--- src/rtl/strhw_common_types.sv ---
// Types and constants shared across the Streebog datapath blocks.
package strhw_common_types;

    localparam int STRHW_BLOCK_BITS = 512;

    typedef logic [STRHW_BLOCK_BITS-1:0] uint512;

endpackage

--- src/rtl/strhw_adder_seg.sv ---
// One stage of the carry-segmented adder. The stage word is packed as
// {hi_b, hi_a, lo, carry} so that the empty upper/lower fields vanish cleanly.
module strhw_adder_seg #(
    parameter int SEG  = 256,
    parameter int LO_W = 0,
    parameter int UP_W = 256
) (
    input  logic                          clk_i,
    input  logic                          rst_ni,
    input  logic                          en_i,
    input  logic                          valid_i,
    input  logic [2*(SEG+UP_W)+LO_W:0]    d_i,
    output logic                          valid_o,
    output logic [2*UP_W+LO_W+SEG:0]      q_o
);

    localparam int HI_W  = SEG + UP_W;
    localparam int OUT_W = 2*UP_W + LO_W + SEG + 1;

    logic [HI_W-1:0]       hi_a;
    logic [HI_W-1:0]       hi_b;
    logic [SEG:0]          seg_sum;
    logic [LO_W+SEG-1:0]   lo_new;
    logic [OUT_W-1:0]      nxt;

    assign hi_a = d_i[LO_W+HI_W : LO_W+1];
    assign hi_b = d_i[LO_W+2*HI_W : LO_W+HI_W+1];

    assign seg_sum = {1'b0, hi_a[SEG-1:0]} + {1'b0, hi_b[SEG-1:0]}
                   + {{SEG{1'b0}}, d_i[0]};

    if (LO_W > 0) begin : g_lo
        assign lo_new = {seg_sum[SEG-1:0], d_i[LO_W:1]};
    end else begin : g_no_lo
        assign lo_new = seg_sum[SEG-1:0];
    end

    if (UP_W > 0) begin : g_up
        assign nxt = {hi_b[HI_W-1:SEG], hi_a[HI_W-1:SEG], lo_new, seg_sum[SEG]};
    end else begin : g_no_up
        assign nxt = {lo_new, seg_sum[SEG]};
    end

    // Data only moves with a valid item; bubbles leave it as don't-care.
    always_ff @(posedge clk_i or negedge rst_ni) begin
        if (!rst_ni) begin
            valid_o <= 1'b0;
            q_o     <= '0;
        end else if (en_i) begin
            valid_o <= valid_i;
            if (valid_i) q_o <= nxt;
        end
    end

endmodule

--- src/rtl/strhw_adder_pipe.sv ---
// Pipelined modular adder: (a + b + cin) mod 2^WIDTH over SEGS segment stages,
// valid/ready flow control with per-stage bubble collapsing.
module strhw_adder_pipe
    import strhw_common_types::*;
#(
    parameter int WIDTH = STRHW_BLOCK_BITS,
    parameter int SEGS  = 2
) (
    input  logic             clk_i,
    input  logic             rst_ni,
    input  logic             valid_i,
    output logic             ready_o,
    input  logic [WIDTH-1:0] a_i,
    input  logic [WIDTH-1:0] b_i,
    input  logic             cin_i,
    output logic             valid_o,
    input  logic             ready_i,
    output logic [WIDTH-1:0] sum_o,
    output logic             cout_o
);

    localparam int SEG = WIDTH / ((SEGS < 1) ? 1 : SEGS);

    if (SEGS < 1 || (WIDTH % SEGS) != 0) begin : g_bad_cfg
        $error("strhw_adder_pipe: WIDTH must be a multiple of SEGS >= 1");
    end

    for (genvar k = 0; k < SEGS; k++) begin : g_st
        localparam int LO_W  = k * SEG;
        localparam int UP_W  = WIDTH - (k + 1) * SEG;
        localparam int IN_W  = 2*(SEG + UP_W) + LO_W + 1;
        localparam int OUT_W = 2*UP_W + LO_W + SEG + 1;

        logic [IN_W-1:0]  d;
        logic [OUT_W-1:0] q;
        logic             vin;
        logic             v;
        logic             en;

        if (k == 0) begin : g_head
            assign d   = {b_i, a_i, cin_i};
            assign vin = valid_i;
        end else begin : g_link
            assign d   = g_st[k-1].q;
            assign vin = g_st[k-1].v;
        end

        // A stage may advance when it is empty or the stage after it advances.
        if (k == SEGS - 1) begin : g_tail_en
            assign en = !v || ready_i;
        end else begin : g_mid_en
            assign en = !v || g_st[k+1].en;
        end

        strhw_adder_seg #(
            .SEG  (SEG),
            .LO_W (LO_W),
            .UP_W (UP_W)
        ) u_seg (
            .clk_i   (clk_i),
            .rst_ni  (rst_ni),
            .en_i    (en),
            .valid_i (vin),
            .d_i     (d),
            .valid_o (v),
            .q_o     (q)
        );
    end

    assign ready_o          = g_st[0].en;
    assign valid_o          = g_st[SEGS-1].v;
    assign {sum_o, cout_o}  = g_st[SEGS-1].q;

endmodule

--- config.mk ---
export PLATFORM = sky130hd
export DESIGN_NAME = strhw_adder_pipe
export DESIGN_NICKNAME = d
export VERILOG_FILES = /design/src/rtl/strhw_common_types.sv /design/src/rtl/strhw_adder_seg.sv /design/src/rtl/strhw_adder_pipe.sv
export SDC_FILE = /design/constraint.sdc
export NUM_CORES = 2
export LEC_CHECK = 0
export BUFFER_PORTS_ARGS = -buffer_cell sky130_fd_sc_hd__buf_4
export CORE_AREA = 5 5 605 607
export DETAILED_ROUTE_END_ITERATION = 10
export DIE_AREA = 0 0 610 612
export HOLD_SLACK_MARGIN = 0.12
export SLEW_MARGIN = 5
export SYNTH_ARGS = -nofsm -noshare
export SYNTH_HDL_FRONTEND = slang
export SYNTH_SLANG_ARGS = --single-unit
--- constraint.sdc ---
create_clock -name clk_i -period 4.81 [get_ports clk_i]
set_input_delay 0.7215 -clock clk_i [delete_from_list [all_inputs] [get_ports clk_i]]
set_output_delay 0.7215 -clock clk_i [all_outputs]
set_load 0.01 [all_outputs]
## Word level (Yosys, flattened, before mapping)

Index checks and enable logic that the tools add are counted.

- Add/sub/neg operators: 4
- Multipliers: 0
- Div/mod/pow operators: 0
- $lt $le $gt $ge: 0
- Equality and inequality tests: 0
- Shift-type cells: 0
- Multiplexer cells: 0
- Bitwise gates (word level): 0
- Reduce and logical (&&, ||, !) cells: 6

Operators by type and width:

| cell | number |
|---|---|
| adder 256 x 256 -> 257 bit | 2 |
| adder 257 x 1 -> 257 bit | 2 |
| AND reduction 2 bit | 2 |
| zero test 1 bit | 2 |
| logical OR 1 bit | 2 |

- Register bits: 1,284
- Latch bits: 0
- Memory bits (writable): 0
- Bits in read-only memories: 0
- Output and inout bits: 515
- Memories kept: 0

## Depth between registers and ports, before layout

- Depth after elaboration: 4
- Gate-level depth with buffers: 17
- Gate-level depth less buffers: 16

## Modules after synthesis

From an unflattened synthesis, not the netlist that was laid out.

- Cells, all modules: 11,276
- Area, all modules: 85,689.7 um^2

Modules (own cells, without submodules):

| module | instances | cells an instance | area each (um^2) | sequential area each (um^2) |
|---|---|---|---|---|
| strhw_adder_seg at g_st[0].u_seg | 1 | 6,204 | 47,649.4 | 19,268.5 |
| strhw_adder_seg at g_st[1].u_seg | 1 | 5,070 | 38,026.5 | 12,862.3 |
| strhw_adder_pipe | 1 | 2 | 13.8 | 0.0 |

## Worst setup path after synthesis

No wires, ideal clock.

- Path kind: input -> register
- Start point: input a_i[0]
- End point: register g_st[0].u_seg.q_o[243]
- Setup time: 0.133 ns
- Data arrival time: 4.367 ns
- Path slack: 0.309 ns
- Stages on the path: 17
- Cells stage by stage: fa_1 fa_1 a211oi_1 o21ai_1 o2111ai_1 a21oi_1 or3_1 clkbuf_1 nand3_1 a21o_1 o21ai_1 a41oi_1 o21ai_1 a211oi_1 o21bai_1 xnor2_1 o21ai_0

- Cells in the longest elaborated chain, start to end: 2

RTL lines:

| element | RTL line | text |
|---|---|---|
| from (decl) | strhw_adder_pipe.sv:13 | `input logic [WIDTH-1:0] a_i,` |
| adder 256 x 256 -> 257 bit | strhw_adder_seg.sv:29 | `assign seg_sum = {1'b0, hi_a[SEG-1:0]} + {1'b0, hi_b[SEG-1:0]}` |
| adder 257 x 1 -> 257 bit | strhw_adder_seg.sv:30 | `+ {{SEG{1'b0}}, d_i[0]};` |
| to (signal assigned) | strhw_adder_seg.sv:51 | `if (valid_i) q_o <= nxt;` |
| to (decl) | strhw_adder_seg.sv:14 | `output logic [2*UP_W+LO_W+SEG:0] q_o` |

Every way passes these cells.
A chain may end at the register's enable or synchronous reset.

## Final worst setup path

- Start point: register g_st[0].u_seg.q_o[350]
- End point: register g_st[1].u_seg.q_o[511]

- Cells in the longest elaborated chain, start to end: 2

RTL lines:

| element | RTL line |
|---|---|
| adder 256 x 256 -> 257 bit | strhw_adder_seg.sv:29 |
| adder 257 x 1 -> 257 bit | strhw_adder_seg.sv:30 |
| to (signal assigned) | strhw_adder_seg.sv:51 |
| to (decl) | strhw_adder_seg.sv:14 |

Every way passes these cells.

==> flow_summary.toml <==
[layout]
fin_util_pct = 33.8
final_layout_size_suffix_gt1_share_pct = 26.3
final_cell_mix = "buf_4 (2,845), nand2_1 (2,821), dfrtp_1 (1,282)"
n_fill_cell = 38200
stdcell_area_sq_mm = 0.122
area_delta_synth_final_pct = 43.7
finalNonFillerCells = 18600
final_common_cell = "buf_4"
final_nets = 15200

[min_path]
holdPathEnd = "g_st[0].u_seg.q_o[335]"
min_delay_path_depth = 3
min_from = "a_i[334]"
min_path_type = "primary input to register"

[timing]
worst_slew_margin_rel_pct = 23.4
worstMarginPinSlew_ns = 1.14
fin_crit_ns = 4.72
hold_viol_final = 0
final_max_slew_viol_count = 0
max_freq_ghz = 0.212
whs_ns = 0.190
finalCritPeriodShare_pct = 98.1
finalSetupViolations = 0
rsz0062_at_grt = "true"
finClkSkew_ns = 0.0413

[global_route]
antenna_found_initial = 88
grt.total_usage_pct = 26.9
grt_pass1_wl_um = 723000
grt_pass1_vias = 94000
grt_overflow = 0
grt_max_degree = 161

[synth]
postSynthCellCount = 10600
synth_enable_flop_cells = 0
synth_nets = 12200
seq_area_frac_synth_pct = 37.9
yosys-top-cells-area = "dfrtp_1 (38%), nand2_1 (12%), ha_1 (7.5%)"
ys_ff_latch = 1284
synthFlopType = "dfrtp_1"
avgSynthCellArea_sq_um = 7.98
async_flop_share_pct = 100
netlist.area_leader.share_pct = 37.9
synth.largest_area_cell = "dfrtp_1"
netlist_area_sq_mm = 0.0849
synthDistinctLibCells = 101
ys_warn_count = 0

[place]
dpl.hpwl_um = 451000
place_area_sq_mm = 0.111
portBuffers = 1543
dp.cells = 17700
place_congestion = 1.02

[clocking]
clk_pin_slew_ns = 0.06
clk_path_buf_depth = 4
cts_tree = "done"
clk_latency_ns = 0.87
cts_made_buffers = 165
h-tree-depth = 4
root_buffer = "clkbuf_16"
cts.sink_count = 1284

[job]
maxCapViolations = 0

[floorplanning]
die_area_sq_mm = 0.373
die_w_um = 610
rows = 221
die_h_um = 612
ios = 1544
start_util_pct = 23.5
coreArea_sq_mm = 0.361

[critical_path]
r2r.worst_path.cells = 19
path_class = "register to register"
r2r_slack_ns = 0.09
worst_setup_path_start_kind = "register"
end_kind = "register"
reg2reg_from = "g_st[0].u_seg.q_o[350]"
crit_path_max_fanout = 7
timing.rr.end = "g_st[1].u_seg.q_o[511]"
cp.required_ns = 5.51
arrival_ns = 5.42

[power]
leakage_nw = 56.6
powerDensity_mw_per_mm2 = 428
peakVddDrop_v = 0.000298

[status]
status = "finished, final reports clean"

[detailed_routing]
wl_per_cell_um = 28.4
vias = 94000
vias_per_cell = 5.06
finalWirelength_um = 528000
ant_nets = 0
drt-pass1-iter-count = 6
drc = 0
drt_iter0_markers = 8806
## repair_timing
| item | 4_1_cts | 5_1_grt |
|---|---|---|
| cloned | 0 | 0 |
| gates resized for setup | 63 | 74 |
| endpoints found under the setup margin | 99 | 50 |
| endpoints found under the hold margin | 544 | 0 |
| hold buffers | 483 | 0 |
| buffers inserted | 4 | 18 |
| pin swaps | 18 | 41 |
## power by group
| group | internal, W | switching, W |
|---|---|---|
| sequential | 0.0136 | 0.00229 |
| combinational | 0.00948 | 0.0139 |
| clock | 0.00745 | 0.00545 |
| total | 0.0305 | 0.0216 |
## through the flow
| stage | setup slack (ns) | TNS [ns] | total power, W |
|---|---|---|---|
| detailed placement | -1.13 | -73.58 | 0.0386 |
| finish | 0.0894 | 0 | 0.0521 |
| global placement | -1.09 | -66.74 | 0.0385 |
| CTS | -0.0703 | -0.0758 | 0.0522 |
| global route | -0.0642 | -0.214 | 0.0544 |
| floorplan | 0.309 | 0 | 0.0249 |
## layout make-up
type | instances | area (sq um) | area share (%)
inverter | 181 | 679 | 0.557
sequential | 1284 | 32100 | 26.4
antenna | 51 | 128 | 0.105
multi-input combinational | 8616 | 50500 | 41.4
tap | 4794 | 6000 | 4.92
clock buffer | 235 | 4740 | 3.89
timing repair buffer | 3371 | 27000 | 22.2
clock inverter | 55 | 723 | 0.593
## kinds of logic after synthesis
group                    count (synthesis)  share of synthesized area (%)
AND/OR/NAND/NOR                       4281                           21.3
AO/OA/AOI/OAI                         3050                           21.1
flip-flops                            1284                           37.9
buffers and inverters                  734                           3.46
adder cells (fa/ha/maj)                514                           7.61
XOR/XNOR                               501                           5.17
multiplexers                           270                           3.58
## worst max-delay path by stage
stage,startpoint,endpoint,slack (ns),cells past startpoint
floorplan,a_i[0],g_st[0].u_seg.q_o[243],0.31,17
finish,g_st[0].u_seg.q_o[350],g_st[1].u_seg.q_o[511],0.09,19
global route,g_st[0].u_seg.q_o[0],g_st[1].u_seg.q_o[485],-0.06,24
global placement,a_i[0],g_st[0].u_seg.q_o[245],-1.09,21
detailed placement,a_i[0],g_st[0].u_seg.q_o[245],-1.13,21
CTS,g_st[0].u_seg.q_o[513],g_st[1].u_seg.q_o[509],-0.07,23
## registers in the layout, summed over array words and instances, names as in the netlist
signal	flops
g_st.u_seg.valid_o	2
g_st.u_seg.q_o	1282
## metal layers
metal	global-route usage (%)	up-vias	part of all wire, %	wire (um)
met1	32.1	45900	39	206000
li1	-	43300	-	-
met5	0	-	0.014	72
met2	45.6	3873	47	250000
met4	16.0	12	7.2	38300
met3	4.51	904	6.4	33900
## worst max-delay path, stage by stage, from the launching register on
cell	delay, ns
dfrtp_1	0.39
ha_1	0.37
buf_4	0.20
a21oi_1	0.18
buf_4	0.15
o21ai_0	0.13
a21o_1	0.25
o21bai_1	0.30
a2111oi_2	0.45
o21ai_2	0.16
buf_12	0.17
a221oi_4	0.32
o211ai_1	0.14
buf_4	0.21
a21oi_2	0.21
nor3_2	0.09
a31o_2	0.30
a41oi_1	0.23
xor2_1	0.21
o21ai_0	0.10
## Yosys cell counts (all sizes together), types with 30 or more instances
cell type,instances
mux2,268
or2,52
nor2,611
or3,38
a21oi,1042
clkbuf,497
inv,181
a31oi,59
nor4,73
o21ai,1102
o31ai,61
nand2,2826
xor2,208
o21bai,187
o21a,76
nor3,125
a211oi,32
a21o,201
nand4,317
o211ai,30
dfrtp,1284
nand2b,33
nand3,93
xnor2,293
a21boi,58
buf,50
ha,510
Note: power is estimated with default switching activity, not from simulation.
